<file path="config.mk">
export PLATFORM = sky130hd
export DESIGN_NAME = ssd1306_procedure_scheduler
export DESIGN_NICKNAME = d
export VERILOG_FILES = /design/src/rtl/ssd1306_pkg.sv /design/src/rtl/ssd1306_prio_arbiter.sv /design/src/rtl/ssd1306_procedure_scheduler.sv
export SDC_FILE = /design/constraint.sdc
export NUM_CORES = 1
export LEC_CHECK = 0
export ABC_AREA = 1
export ABC_CLOCK_PERIOD_IN_PS = 1740
export BUFFER_PORTS_ARGS = -buffer_cell sky130_fd_sc_hd__buf_2
export CORE_MARGIN = 4
export CORE_UTILIZATION = 40
export CTS_CLUSTER_SIZE = 24
export DETAILED_ROUTE_END_ITERATION = 10
export PLACE_DENSITY = 0.71
export RECOVER_POWER = 50
export SETUP_SLACK_MARGIN = 0.15
export SLEW_MARGIN = 40
export SYNTH_ARGS = -nofsm -noshare
export SYNTH_HDL_FRONTEND = slang
export SYNTH_HIERARCHICAL = 1
export SYNTH_SLANG_ARGS = --single-unit
</file>
<file path="constraint.sdc">
create_clock -name clk_in -period 1.74 [get_ports clk_in]
set_input_delay 0.261 -clock clk_in [delete_from_list [all_inputs] [get_ports clk_in]]
set_output_delay 0.261 -clock clk_in [all_outputs]
set_load 0.005 [all_outputs]
</file>
<file path="src/rtl/ssd1306_pkg.sv">
// ============================================================================
// Module   : ssd1306_pkg
// Brief    : Shared types and constants for the SSD1306 procedure scheduler.
// Revision : 1.0 - initial release
// ============================================================================
`default_nettype none

package ssd1306_pkg;

  typedef enum logic [1:0] {
    S_IDLE      = 2'd0,
    S_ISSUE     = 2'd1,
    S_WAIT_BUSY = 2'd2,
    S_WAIT_DONE = 2'd3
  } sched_state_t;

  // Requester indices for the default four-requester configuration.
  localparam int REQ_INIT     = 0;
  localparam int REQ_DISPLAY  = 1;
  localparam int REQ_CONTRAST = 2;
  localparam int REQ_REFRESH  = 3;

  localparam int          NUM_REQ_DEFAULT        = 4;
  localparam int          MICROCODE_SIZE_DEFAULT = 48;
  localparam logic [23:0] REFRESH_PERIOD_DEFAULT = 24'd1_000_000;

  // Refresh always occupies the highest requester slot.
  function automatic int refresh_index(input int num_req);
    return num_req - 1;
  endfunction

endpackage

`default_nettype wire

</file>
<file path="src/rtl/ssd1306_prio_arbiter.sv">
// ============================================================================
// Module   : ssd1306_prio_arbiter
// Brief    : Combinational fixed-priority arbiter, lowest index wins;
//            produces a one-hot grant, its index and a valid flag.
// Revision : 1.0 - initial release
// ============================================================================
`default_nettype none

module ssd1306_prio_arbiter #(
  parameter  int unsigned N        = 4,
  localparam int unsigned IDX_BITS = (N > 1) ? $clog2(N) : 1
) (
  input  logic [N-1:0]        i_req,
  output logic [N-1:0]        o_grant,
  output logic [IDX_BITS-1:0] o_grant_idx,
  output logic                o_grant_valid
);

  // Walk from the top down so the lowest set bit is the last one written.
  always_comb begin
    o_grant       = '0;
    o_grant_idx   = '0;
    o_grant_valid = 1'b0;
    for (int i = N - 1; i >= 0; i--) begin
      if (i_req[i]) begin
        o_grant       = '0;
        o_grant[i]    = 1'b1;
        o_grant_idx   = IDX_BITS'(i);
        o_grant_valid = 1'b1;
      end
    end
  end

endmodule

`default_nettype wire

</file>
<file path="src/rtl/ssd1306_procedure_scheduler.sv">
// ============================================================================
// Module   : ssd1306_procedure_scheduler
// Brief    : Arbitrates SSD1306 procedure requests and hands one offset at a
//            time to the microcode executor. Optional macro
//            SSD1306_AUTO_REFRESH_EN adds a periodic refresh request.
// Revision : 1.0 - initial release
// ============================================================================
`default_nettype none

module ssd1306_procedure_scheduler
  import ssd1306_pkg::*;
#(
  parameter  int unsigned MICROCODE_SIZE = MICROCODE_SIZE_DEFAULT,
  parameter  int unsigned NUM_REQ        = NUM_REQ_DEFAULT,
  parameter  int unsigned REFRESH_PERIOD = 32'(REFRESH_PERIOD_DEFAULT),
  localparam int unsigned ADDR_BITS      = $clog2(MICROCODE_SIZE),
  localparam int unsigned ID_BITS        = (NUM_REQ > 1) ? $clog2(NUM_REQ) : 1
) (
  input  logic                         clk_in,
  input  logic                         reset_in,
  input  logic [NUM_REQ-1:0]           req_in,
  input  logic [NUM_REQ*ADDR_BITS-1:0] offset_tbl_in,
  output logic [NUM_REQ-1:0]           ack_out,
  output logic [ADDR_BITS-1:0]         procedure_offset_out,
  output logic                         procedure_start_out,
  input  logic                         procedure_done_in,
  output logic [ID_BITS-1:0]           active_id_out,
  output logic                         busy_out,
  output logic                         init_done_out
);

  localparam logic [NUM_REQ-1:0] c_init_bit    = NUM_REQ'(1) << REQ_INIT;
  localparam logic [NUM_REQ-1:0] c_refresh_bit = NUM_REQ'(1) << refresh_index(NUM_REQ);

  sched_state_t         r_state;
  sched_state_t         w_state_next;
  logic [NUM_REQ-1:0]   r_pending;
  logic [NUM_REQ-1:0]   w_mask;
  logic [NUM_REQ-1:0]   w_eligible;
  logic [NUM_REQ-1:0]   w_grant_onehot;
  logic [ID_BITS-1:0]   w_grant_idx;
  logic                 w_grant_valid;
  logic                 w_grant_take;
  logic [NUM_REQ-1:0]   w_refresh_set;
  logic [ADDR_BITS-1:0] r_offset;
  logic [ID_BITS-1:0]   r_active_id;
  logic                 r_init_done;
  logic                 w_start;
  logic                 w_done_evt;
  logic [NUM_REQ-1:0]   w_ack_vec;
  logic [ADDR_BITS-1:0] w_offset_tbl [NUM_REQ];

  for (genvar gi = 0; gi < NUM_REQ; gi++) begin : g_tbl_slice
    assign w_offset_tbl[gi] = offset_tbl_in[gi*ADDR_BITS +: ADDR_BITS];
  end

  // Until init has completed only the init requester may be granted.
  assign w_mask     = r_init_done ? '1 : c_init_bit;
  assign w_eligible = r_pending & w_mask;

  ssd1306_prio_arbiter #(
    .N (NUM_REQ)
  ) u_arbiter (
    .i_req         (w_eligible),
    .o_grant       (w_grant_onehot),
    .o_grant_idx   (w_grant_idx),
    .o_grant_valid (w_grant_valid)
  );

  assign w_grant_take = (r_state == S_IDLE) && w_grant_valid;

  // State register
  always_ff @(posedge clk_in) begin
    if (reset_in) begin
      r_state <= S_IDLE;
    end else begin
      r_state <= w_state_next;
    end
  end

  // Next-state logic
  always_comb begin
    w_state_next = r_state;
    case (r_state)
      S_IDLE:      if (w_grant_take)       w_state_next = S_ISSUE;
      S_ISSUE:     if (!procedure_done_in) w_state_next = S_WAIT_BUSY;
      S_WAIT_BUSY:                         w_state_next = S_WAIT_DONE;
      S_WAIT_DONE: if (procedure_done_in)  w_state_next = S_IDLE;
      default:                             w_state_next = S_IDLE;
    endcase
  end

  // Output logic
  always_comb begin
    w_start    = 1'b0;
    w_done_evt = 1'b0;
    w_ack_vec  = '0;
    case (r_state)
      S_ISSUE:     w_start    = 1'b1;
      S_WAIT_DONE: w_done_evt = procedure_done_in;
      default:     ;
    endcase
    if (w_done_evt) begin
      w_ack_vec = NUM_REQ'(1) << r_active_id;
    end
  end

  // Grant bookkeeping; a new request in the grant cycle re-pends the winner.
  always_ff @(posedge clk_in) begin
    if (reset_in) begin
      r_pending   <= c_init_bit;
      r_offset    <= '0;
      r_active_id <= '0;
      r_init_done <= 1'b0;
    end else begin
      r_pending <= (r_pending & ~(w_grant_take ? w_grant_onehot : '0))
                   | req_in | w_refresh_set;
      if (w_grant_take) begin
        r_active_id <= w_grant_idx;
        r_offset    <= w_offset_tbl[w_grant_idx];
      end
      if (w_done_evt && (r_active_id == ID_BITS'(REQ_INIT))) begin
        r_init_done <= 1'b1;
      end
    end
  end

`ifdef SSD1306_AUTO_REFRESH_EN
  localparam int unsigned CNT_BITS = (REFRESH_PERIOD > 1) ? $clog2(REFRESH_PERIOD) : 1;
  localparam logic [CNT_BITS-1:0] c_cnt_last = CNT_BITS'(REFRESH_PERIOD - 1);

  logic [CNT_BITS-1:0] r_refresh_cnt;
  logic                w_refresh_hit;

  assign w_refresh_hit = r_init_done && (r_refresh_cnt == c_cnt_last);

  always_ff @(posedge clk_in) begin
    if (reset_in) begin
      r_refresh_cnt <= '0;
    end else if (r_init_done) begin
      r_refresh_cnt <= w_refresh_hit ? '0 : r_refresh_cnt + 1'b1;
    end
  end

  // Merges into an already-pending refresh through the OR above.
  assign w_refresh_set = w_refresh_hit ? c_refresh_bit : '0;
`else
  assign w_refresh_set = '0;
`endif

  assign ack_out              = w_ack_vec;
  assign procedure_start_out  = w_start;
  assign procedure_offset_out = r_offset;
  assign active_id_out        = r_active_id;
  assign busy_out             = (r_state != S_IDLE);
  assign init_done_out        = r_init_done;

endmodule

`default_nettype wire

</file>
==> run metrics <==
status=finished, final reports clean; simple-gate share of the synthesized area=36.01%; die span in x=57.14 µm; ANT cells=0; fmax=0.6646 GHz; initial detailed-routing violation count=15; CTS sink count=15; Max-Cap Viols=0; R2R Setup Slk=310 ps; Post-Route WL=2125 µm; hold path depth=3; Sw Ratio=41.84%; row count=17; worst hold start=req_in[0]; cts-stage hold buffer count=0; total grt overflow=0; root buffer cell=clkbuf_4; combinational share of power=47.9%; final std cells w/o fill=222; Clk pin slew, worst setup/hold paths=90 ps; Fin. Hold Viols=0; DR WL met3=185 µm; multi-input logic area=533.0 µm²; cell leakage power=0.6531 nW; synth top area cells=dfxtp_1 31%, nand2_1 19%, nand3_1 7.8%, ha_1 6.5%, inv_1 5.4%; area fraction in compound gates after synthesis=12.69%; Starting Density=42.84%; clock share of power=14.0%; initial antenna violation count=0; met2 WL=984 µm; CTS tree=done; Seq cells post-synth=15; Port Buffers=45; endpoint of the worst register-to-register path=r_pending[3]; hold slack=169.7 ps; pre-CTS setup slack=237.1 ps; worst hold path class=in -> reg; routed len/inst=9.572 µm; sequential area share after synthesis=31.09%; count leader, synth=nand2_1; IO Count=46; library cells used by synthesis=18; core area=2255 µm²; Total GRT Usage=14.09%; RSZ-0062 raised after global routing=true; Area growth, synth to finish=24.48%; Final period util=86.47%; first-pass GRT wire length=3746 µm; Hold EP=r_pending[0]; GPL Wtd Cong=0.7845; Vias/cell=4.640; Avg Cell Area, Syn=6.483 µm²; Worst Setup Slack, final=235.4 ps; post-synthesis instance area=965.9 µm²; worst slew pin tran=272.6 ps; Top Metal Used=met4; HPWL reported at the end of detailed placement=1794 µm; clk_skew=1.090 ps; Yosys top cell area share=31.09%; PwrDens=1154 nW/µm²; setup TNS=0 ps; CTS Buf Count=3; design area=1202 µm²; final count of pins violating max slew=0; Tot Pwr=1.387 mW; Sw Pwr=0.5805 mW; Mapped Nets=185; # DRC=0; Post-Route Utilization=53.33%; FF-to-FF Start=init_done_out; dpl cell area=1181 µm²; XOR/XNOR share of the synthesized area=0%; Crit Path Max Fanout=3; detailed-route via count=1030; commonest cells in the netlist=49 x nand2_1, 15 x dfxtp_1, 15 x nand3_1, 14 x inv_1, 13 x nor2_1; CP Class=reg -> out; synthesized netlist cell count=149; wl on met1=928 µm; largest family of logic cells by synthesized area=simple AND/OR/NAND/NOR gates; FF+latch area=300.3 µm²; TritonRoute pass-1 iters=4; Seq pwr share=38.1%; yosys warns=6; Final nets=231; Critical Path End Type=output pin; die height=57.14 µm; Detail Route Antenna Nets=0; post-synthesis async set-or-reset flop share=0%; fin crit period=1505 ps; CP startpoint kind=register; multiplexer share of the synthesized area=0%; VDD IR max=0.5045 mV; Synth Area in Adders=6.477%; R2R cell count=9; relative slew slack=81.81%; largest net degree at the start of global routing=17; worst path arrival time=1240 ps; Die Area=3265 µm²; dpl cells=218; Clock Latency Late Sink=270 ps; Main synth FF type=dfxtp_1; number of global-route vias before repair=954; area leader, netlist=dfxtp_1; Post-synth EDFFs=0; CTS H-tree lvls=1; final setup vio count=0; deepest clock path buffer count=2; Filler cells=252; share of cells above drive strength 1=30.41%; Worst EP required=1480 ps; Pint=0.8069 mW
kinds of logic (layout without fill, tap and decap cells):
kind of cell    count (synthesis)  in the layout
fa+ha+maj                       5              5
compound gates                 20             20
buf+inv                        25             70
simple gates                   84             84
flops                          15             15
state kept, by name (all words and copies together) (netlist names):
register              flops
r_state                   2
active_id_out             2
init_done_out             1
procedure_offset_out      6
r_pending                 4
layout make-up:
type	instances	area share, %
flip-flops and latches	15	24.97
multi-input cells	109	44.33
inverters	19	6.139
well taps	28	2.914
repair buffers	47	19.46
clock buffers	4	2.185
per-layer routing:
layer	track usage, %	vias up
met1	16.42	433
met3	2.715	2
li1	-	558
met4	6.954	0
met5	0	-
met2	24.47	37
power groups by stage:
stage          combinational (mW)  clock, mW  sequential, mW
2_1_floorplan               0.499          0           0.538
3_3_place_gp                0.656          0           0.532
3_5_place_dp                0.687          0           0.534
4_1_cts                     0.688      0.204           0.528
5_1_grt                     0.780      0.224           0.542
6_report                    0.664      0.195           0.528
worst max-delay path by stage:
stage,from,to,slack [ps],cells after the start
3_3_place_gp,init_done_out,procedure_offset_out[0],320,8
2_1_floorplan,init_done_out,procedure_offset_out[1],430,9
5_1_grt,init_done_out,r_pending[1],100,9
4_1_cts,r_state[0],ack_out[3],210,4
3_5_place_dp,init_done_out,procedure_offset_out[0],240,8
6_report,r_state[0],ack_out[3],240,4
worst max-delay path, cell delays in order (launching register included):
cell and delay, ps:
dfxtp_1 370, ha_1 200, nand2_1 100, nor3_1 150
buf_2 140
placed cells by master (no fill, tap or decap):
master,synthesis,routed
buf_4,2,2
or2_2,1,1
nand2_2,2,2
nand4_1,1,1
a21oi_1,6,6
ha_1,5,5
a21oi_2,6,6
inv_2,4,4
nor3_1,3,3
inv_1,14,14
inv_4,0,1
o21ai_0,4,4
nor2_1,13,13
buf_2,0,40
dfxtp_1,15,15
o21ai_1,4,4
nand2_1,49,49
nand3_1,15,15
clkbuf_4,0,3
clkbuf_1,0,6
repair_timing:
| action | 4_1_cts | 5_1_grt |
|---|---|---|
| gates resized for setup | 0 | 2 |
| setup buffers | 0 | 0 |
| endpoints found under the setup margin | 0 | 11 |
(Power assumes the default switching activity.)
